**config.mk**
```make
export PLATFORM = sky130hd
export DESIGN_NAME = crc32_serial
export DESIGN_NICKNAME = d
export VERILOG_FILES = /design/src/rtl/crc32_serial.sv
export SDC_FILE = /design/constraint.sdc
export NUM_CORES = 1
export LEC_CHECK = 0
export ABC_AREA = 1
export BUFFER_PORTS_ARGS = -buffer_cell sky130_fd_sc_hd__buf_2
export CORE_ASPECT_RATIO = 1.25
export CORE_MARGIN = 1
export CORE_UTILIZATION = 57
export CTS_CLUSTER_DIAMETER = 60
export DETAILED_ROUTE_END_ITERATION = 8
export PLACE_DENSITY = 0.76
export SLEW_MARGIN = 30
export SYNTH_ARGS = -nofsm -noshare
export SYNTH_HDL_FRONTEND = slang
export SYNTH_SLANG_ARGS = --single-unit
```
**constraint.sdc**
```tcl
create_clock -name clk -period 1.82 [get_ports clk]
set_input_delay 0.091 -clock clk [delete_from_list [all_inputs] [get_ports clk]]
set_output_delay 0.091 -clock clk [all_outputs]
set_load 0.05 [all_outputs]
```
**src/rtl/crc32_serial.sv**
```systemverilog
// crc32_serial
// Bit-serial CRC-32/MPEG-2 generator (normal polynomial form, no reflection,
// no final XOR). A frame is opened by a load pulse in IDLE, the message is
// streamed in MSB-first during CALC and echoed on crc_out one cycle later.
// It is closed by a d_finish pulse, after which the 32 CRC bits are shifted
// out MSB first during SEND. The block then returns to IDLE.
//
// Stream protocol: there is no valid/ready handshake. While in CALC every
// clock cycle carries one message bit on crc_in. The output is a fixed-latency
// registered stream: message echo, one 0 bit on the d_finish cycle, then
// 32 CRC bits, then 0 while idle.
//
// Ports
//   clk        rising-edge clock
//   rst        synchronous active-low reset
//   load       start-of-frame pulse, only acted on in IDLE
//   d_finish   end-of-message pulse, only acted on in CALC
//   crc_in     serial message bit
//   crc_out    registered serial output (echo, then CRC)
//   fsm_state  current FSM state for observation (0=IDLE, 1=CALC, 2=SEND)
module crc32_serial #(
   parameter logic [31:0] POLY = 32'h04C11DB7,
   parameter logic [31:0] INIT = 32'hFFFFFFFF
) (
   input  logic       clk,
   input  logic       rst,
   input  logic       load,
   input  logic       d_finish,
   input  logic       crc_in,
   output logic       crc_out,
   output logic [1:0] fsm_state
);

   typedef enum logic [1:0] {
      IDLE = 2'd0,
      CALC = 2'd1,
      SEND = 2'd2
   } state_t;

   state_t      state;
   logic [31:0] crc_reg;
   logic [4:0]  cnt;

   logic        fb;
   logic [31:0] crc_next;

   // One step of the shift-register division for the incoming bit.
   always_comb begin
      fb       = crc_reg[31] ^ crc_in;
      crc_next = {crc_reg[30:0], 1'b0} ^ (fb ? POLY : 32'h0000_0000);
   end

   always_ff @(posedge clk) begin
      if (!rst) begin
         state   <= IDLE;
         crc_reg <= INIT;
         cnt     <= 5'd0;
         crc_out <= 1'b0;
      end else begin
         case (state)
            IDLE: begin
               crc_out <= 1'b0;
               // load takes priority over a coincident d_finish, which is
               // meaningless here anyway.
               if (load) begin
                  crc_reg <= INIT;
                  state   <= CALC;
               end
            end
            CALC: begin
               if (d_finish) begin
                  // The bit present on the d_finish cycle is not part of
                  // the message.
                  state   <= SEND;
                  cnt     <= 5'd0;
                  crc_out <= 1'b0;
               end else begin
                  crc_reg <= crc_next;
                  crc_out <= crc_in;
               end
            end
            SEND: begin
               crc_out <= crc_reg[5'd31 - cnt];
               // The counter wraps from 31 back to 0 exactly as the frame
               // ends, so IDLE always starts with a cleared counter.
               cnt     <= cnt + 5'd1;
               if (cnt == 5'd31) begin
                  state <= IDLE;
               end
            end
            default: begin
               state   <= IDLE;
               crc_out <= 1'b0;
            end
         endcase
      end
   end

   assign fsm_state = state;

endmodule

```
==> summary.md, run 1 <==
| Metric | Value |
|---|---|
| Clock Latency Late Sink | `about 300 ps` |
| Dpl ws | `-81.40 ps` |
| Port Buffers | `7` |
| Worst-Margin Slew | `454.5 ps` |
| Syn avg cell area | `6.990 um^2` |
| Ys Warns | `0` |
| WS Path Type | `reg -> reg` |
| Final hold slack | `60.00 ps` |
| Top cell type by total area after synthesis | `dfxtp_1` |
| Hold Path Class | `in -> reg` |
| PwrDens | `1871 nW/um^2` |
| Final setup viols | `0` |
| Final Hold Vio Count | `0` |
| Max Cap Viol | `0` |
| Post-CTS setup buffers | `0` |
| Fin area | `2267 um^2` |
| Area delta synth->final | `5.656%` |
| Area of the mapped netlist | `2146 um^2` |
| Cell Rows | `24` |
| Ranking of synthesized cells by area | `dfxtp_1 (37%), nand2_1 (13%), o21ai_0 (10%)` |
| Cells after Synth | `between 300 and 400` |
| Final setup margin | `162.7 ps` |
| Resized Gates After CTS | `1` |
| Via count of the first global-routing pass | `1,886` |
| Die ar. | `4016 um^2` |
| Netlist cell types | `25` |
| Clk buf depth | `2` |
| Wirelength per Cell | `13.86 um` |
| Seq/Total Area, Yosys | `a little under two fifths` |
| Number of top-level pins | `8` |
| Worst relative slew slack | `a little over two thirds` |
| Critical path required time | `2010 ps` |
| Overall Power | `4.241 mW` |
| Core area | `between 3000 and 4000 um^2` |
| CTS Hold Buffers Added | `0` |
| Dpl hpwl | `between 3000 and 4000 um` |
| Vias post-DR | `1,985` |
| Top-area cell type share of the netlist area | `37.32%` |
| Antenna-violating nets left | `0` |
| Antenna diodes | `0` |
| Run status | `finished with violations` |
| #FFs+latches synth | `40` |
| Post-Syn Nets | `around 320` |
| Vias per cell | `5.671` |
| Largest net degree at the start of global routing | `46` |
| Fin crit share | `91.06%` |
| Die height | `between 70 and 80 um` |
| Min Tclk post-route | `around 1700 ps` |
| Root Buffer | `clkbuf_8` |
| Overall Global Routing Usage | `27.31%` |
| WL final | `4850 um` |
| Share of cells above drive strength 1 | `13.50%` |
| Floorplan die width | `56.88 um` |
| Max-slew violations | `0` |
| Clk slew on worst S/H paths | `80 ps` |
| Failing checks | `design-rule violations` |
| Max FFs per register | `32` |
| Initial Util | `60.56%` |
| Unrepaired setup endpoints after global routing | `no` |
| CP endpoint kind | `flop` |
| Clk sinks | `40` |
| Nets@finish | `321` |
| Highest clock rate | `0.6034 GHz` |
| # DRC | `2` |
| H-Tree Depth | `2` |
| Initial antenna violation count | `0` |
| TritonCTS clock tree | `yes` |
| Startpoint types | `flop` |
| Drt first-iter violations | `152` |
| First-pass GRT wire length | `8556 um` |
| Skew final | `8.289 ps` |
| Inserted Clock Buffers | `5` |
| Placed cell areas | `around 2200 um^2` |
| Critical path arrival | `1850 ps` |
| CP Max Fanout | `19` |
| Max VDD drop | `about 0.98 mV` |
| Leak | `about 1.0 nW` |
| Grt ovf | `0` |
| 1st-pass router iterations | `6` |
| RePlAce Congestion | `slightly below 0.9` |
[layout make-up]
type                       count  area [um^2]
clock buffer                   8        90.09
multi-input combinational    221         1127
inverter                      28        110.1
timing repair buffer          14        87.58
fill                         352         1276
sequential                    40        803.3
tap                           39        48.80
[Yosys cell counts (all sizes together)]
cell,number
nand3,27
buf,13
nor3,4
or2,2
inv,26
o211ai,13
a21oi,23
dfxtp,40
ha,6
clkbuf,5
clkinv,2
nand2,76
a211oi,2
o21ai,49
nor3b,1
nor2,18
[placed cells by master, fill, tap and decap left out, drive strengths merged, types with 6 or more instances in the layout]
master	count
nand2	76
o21ai	49
dfxtp	40
nand3	27
inv	26
a21oi	23
nor2	18
buf	14
o211ai	13
clkbuf	8
ha	6
[through the flow]
step	TNS, ps	instances	util [%]
finish	0	350	63.98
global placement	0	342	61.23
global route	0	350	63.98
floorplan	0	307	-
detailed placement	-667.1	342	61.23
CTS	0	350	63.84
[per-layer routing]
layer,GRT usage [%],wire (um)
met5,0,0
met4,12.47,82
met3,5.119,210
met2,45.88,2409
met1,33.68,2148
[cells by family (layout without fill, tap and decap cells)]
group,Yosys count,after routing,synth area share [%]
compound gates,87,87,23.96
fa+ha+maj,6,6,3.498
buf+inv,46,50,10.26
flops,40,40,37.32
simple gates,128,128,24.96
[final timing paths]
check | from | endpoint | slack [ps] | depth (start not counted)
worst min register to register | crc_reg[17] | crc_reg[17] | 490 | 2
worst max register to register | fsm_state[1] | crc_reg[8] | 160 | 10
worst max-delay path | fsm_state[1] | crc_reg[8] | 160 | 10
worst min-delay path | crc_in | crc_out | 60 | 3
[worst max-delay path, cell delays in order, from the launching register on]
cell     delay (ps)
dfxtp_2         330
inv_1           130
ha_2            240
inv_2            50
nor2_2          100
inv_2            70
o21ai_2          60
nand2_2         100
buf_4           240
a21oi_1         170
nand2_1          70
[power by group]
part           internal (mW)  switching, mW  total, mW
Clock                  0.309          0.312      0.622
Sequential              1.15          0.198       1.35
Combinational          0.757           1.52       2.27
Power figures use the tool's default switching activity.
==> run 2: changes to the inputs <==
--- a/config.mk
+++ b/config.mk
@@ -5,11 +5,11 @@
 export SDC_FILE = /design/constraint.sdc
 export NUM_CORES = 1
 export LEC_CHECK = 0
-export ABC_AREA = 1
 export BUFFER_PORTS_ARGS = -buffer_cell sky130_fd_sc_hd__buf_2
 export CORE_ASPECT_RATIO = 1.25
 export CORE_MARGIN = 1
 export CORE_UTILIZATION = 57
+export CTS_BUF_LIST = sky130_fd_sc_hd__clkbuf_4 sky130_fd_sc_hd__clkbuf_8
 export CTS_CLUSTER_DIAMETER = 60
 export DETAILED_ROUTE_END_ITERATION = 8
 export PLACE_DENSITY = 0.76
==> run 2 against run 1 <==
  * Sequential power down 29%
  * First-iteration DRC count down 62%
  * Critical path depth down 4
  * Global-route usage down 2.7 points
  * Non-clock buffer count up 6
  * Total power down 39%
  * Synthesized area down 0.99%
  * Sequential share of layout area down 0.81 points
  * Via count down 16%
  * The run now ends clean
==> summary.md, run 2 <==
| Metric | Value |
|---|---|
| Run status | `finished clean` |
| Largest net degree at the start of global routing | `26` |
| Initial Util | `60.47%` |
| Cells after Synth | `225` |
| Crit-path cells | `inv_1, ha_1, nand2b_1, a21bo_2, nor3b_1, o21ai_0` |
| Most common cell after layout, fill and taps aside | `dfxtp_1` |
| Highest clock rate | `0.6016 GHz` |
| Top sig layer | `met4` |
| Antenna diodes | `0` |
| Simple-Gate Fraction of Synth Area | `22.67%` |
| Mux contribution to synthesized area | `between 10% and 20%` |
| RR Startpoint | `fsm_state[0]` |
| Share of cells above drive strength 1 | `roughly 17%` |
| Main combinational cell family by area after synthesis | `simple AND/OR/NAND/NOR gates` |
| Final setup viols | `0` |
| Largest stage delay on the critical path | `370 ps` |
| Clk slew on worst S/H paths | `80 ps` |
| Top-area cell type share of the netlist area | `37.69%` |
| Core area | `3513 um^2` |
| EDFF count, synth | `0` |
| Inserted Clock Buffers | `5` |
| Ranking of synthesized cells by area | `dfxtp_1 (38%), nor3b_1 (6.4%), xnor2_1 (5.4%)` |
| CP top delay family | `compound AO/OA/AOI/OAI gates` |
| Max FFs per register | `32` |
| WL final | `between 4000 and 5000 um` |
| Cell Rows | `24` |
| Die ar. | `3977 um^2` |
| Max Cap Viol | `0` |
| Vias per cell | `around 6.1` |
| RePlAce Congestion | `0.7871` |
| HP Start | `d_finish` |
| Hold EP | `fsm_state[1]` |
| Overall Global Routing Usage | `24.62%` |
| Wirelength per Cell | `15.71 um` |
| Netlist cell types | `between 40 and 50` |
| Post-synthesis xor/xnor area fraction | `6.125%` |
| R2R Setup Slk | `around 160 ps` |
| Fraction of registers with async set/reset | `0%` |
| Worst-Margin Slew | `between 500 and 600 ps` |
| Worst path slowest cell | `a21bo_2` |
| Dpl hpwl | `2990 um` |
| First-pass GRT wire length | `7576 um` |
| Area of the mapped netlist | `between 2000 and 2500 um^2` |
| H-Tree Depth | `2` |
| Grt ovf | `0` |
| Worst relative slew slack | `60.33%` |
| Nets@finish | `246` |
| TritonCTS clock tree | `yes` |
| Min Tclk post-route | `1662 ps` |
| Final Hold Vio Count | `0` |
| Met2 wire length | `2150 um` |
| #FFs+latches synth | `40` |
| Floorplan die width | `56.61 um` |
| Synth Area in Compound Gates | `12.90%` |
| Root Buffer | `clkbuf_8` |
| CP endpoint kind | `flop` |
| Worst Hold Depth | `3` |
| Final hold slack | `93.16 ps` |
| Die height | `70.26 um` |
| Antenna-violating nets left | `0` |
| Seq/Total Area, Yosys | `37.69%` |
| Max-slew violations | `0` |
| Top post-synthesis cells by count | `dfxtp_1 (40), nor2_1 (21), nand2_1 (18), nor3b_1 (18), o21ai_0 (16)` |
| Post-Syn Nets | `236` |
| Vias post-DR | `1,671` |
| Hold Path Class | `in -> reg` |
| Fin crit share | `around 91%` |
| Clk buf depth | `2` |
| Syn avg cell area | `about 9.4 um^2` |
| Port Buffers | `7` |
| Drt first-iter violations | `58` |
| Post-Route M1 WL | `1850 um` |
| Clock Latency Late Sink | `300 ps` |
| Overall Power | `around 2.6 mW` |
| Worst Path Buf+Inv | `1` |
| Most common cell in the netlist | `dfxtp_1` |
| Leak | `around 0.81 nW` |
| Synth Area in Adders | `under 10%` |
| Commonest non-fill, non-tap cells in the layout | `dfxtp_1 (38), nor2_1 (21), nor3b_1 (18), nand2_1 (18), o21ai_0 (16)` |
| CP Max Fanout | `18` |
| Max VDD drop | `1.085 mV` |
| Startpoint types | `flop` |
| Number of top-level pins | `8` |
| WS Path Type | `reg -> reg` |
| 1st-pass router iterations | `4` |
| Skew final | `10.03 ps` |
| Synth Flop Type | `dfxtp_1` |
| Area delta synth->final | `9.894%` |
| Via count of the first global-routing pass | `1,637` |
| # DRC | `0` |
| Clk sinks | `40` |
| PwrDens | `1104 nW/um^2` |
| Metal3 WL | `188 um` |
| Critical path arrival | `1840 ps` |
| Initial antenna violation count | `0` |
| RR Endpoint | `crc_reg[21]` |
| Top cell type by total area after synthesis | `dfxtp_1` |
| Register-to-Register Path Depth | `6` |
| Critical path required time | `approximately 2000 ps` |
| CTS Hold Buffers Added | `0` |
| Ys Warns | `0` |
-- run 2: cell types whose count changed after synthesis, moves of 9 or more --
| cell | change |
|---|---|
| mux2i_1 | +9 |
| a21oi_1 | -12 |
| nand3_1 | -19 |
| o22ai_1 | +13 |
| o21ai_0 | -28 |
| nor3b_1 | +17 |
| nand2_1 | -56 |
| xnor2_1 | +13 |
| a21oi_2 | -10 |
| o211ai_1 | -13 |
| inv_1 | -20 |
-- run 2: repair_timing --
item,4_1_cts,5_1_grt
setup buffers,0,0
resized for setup,0,1
setup endpoints to repair,0,1
-- run 2: worst max-delay path by stage --
stage	startpoint	to	slack, ps	cells after the start
5_1_grt	fsm_state[1]	crc_out	-6	6
3_3_place_gp	fsm_state[1]	crc_reg[18]	190	6
2_1_floorplan	fsm_state[1]	crc_reg[31]	30	8
3_5_place_dp	fsm_state[1]	crc_reg[17]	140	6
6_report	fsm_state[0]	crc_reg[21]	160	6
4_1_cts	fsm_state[1]	crc_reg[17]	130	6
-- run 2: area by class of cell --
type,count,area (um^2)
Inverter,2,7.507
Clock inverter,3,41.29
Tap cell,39,48.80
Fill cell,294,1179
Clock buffer,5,68.82
Sequential cell,40,808.3
Timing Repair Buffer,20,145.1
Multi-Input combinational cell,166,1215
-- run 2: cells by family after synthesis --
family / count (synthesis)
AND/OR/NAND/NOR: 86
multiplexers: 15
adder cells (fa/ha/maj): 6
buffers and inverters: 19
AO/OA/AOI/OAI: 45
XOR/XNOR: 14
flip-flops: 40
-- run 2: worst register-to-register path, stage by stage (launching register included) --
cell and delay, ps:
dfxtp_4 360, inv_1 70, ha_1 250, nand2b_1 140, a21bo_2 370, nor3b_1 270
o21ai_0 100
-- run 2: through the flow --
stage	TNS [ps]	cells	utilization (%)	cell area (um^2)	worst slack, ps
final	0	275	66.45	2335	157.8
after global routing	-6.436	275	66.45	2335	-6.436
after CTS	0	275	66.06	2321	131.4
after detailed placement	0	267	62.93	2211	139.2
after global placement	0	267	62.93	2211	187.6
after floorplan	0	225	-	2132	34.22
-- run 2: power breakdown --
part           leakage, nW  internal (mW)  switching (mW)  total, mW
registers            0.326          0.927          0.0378      0.964
clock network       0.0585          0.407           0.326      0.733
logic                0.430          0.338           0.541      0.879
total                0.815           1.67           0.905       2.58
-- run 2: metal layers --
layer  global-route usage [%]  vias to the layer above
met5                        0                        -
met4                    11.11                        0
met3                    6.481                       14
met2                    42.48                       47
met1                    28.01                      790
li1                         -                      820
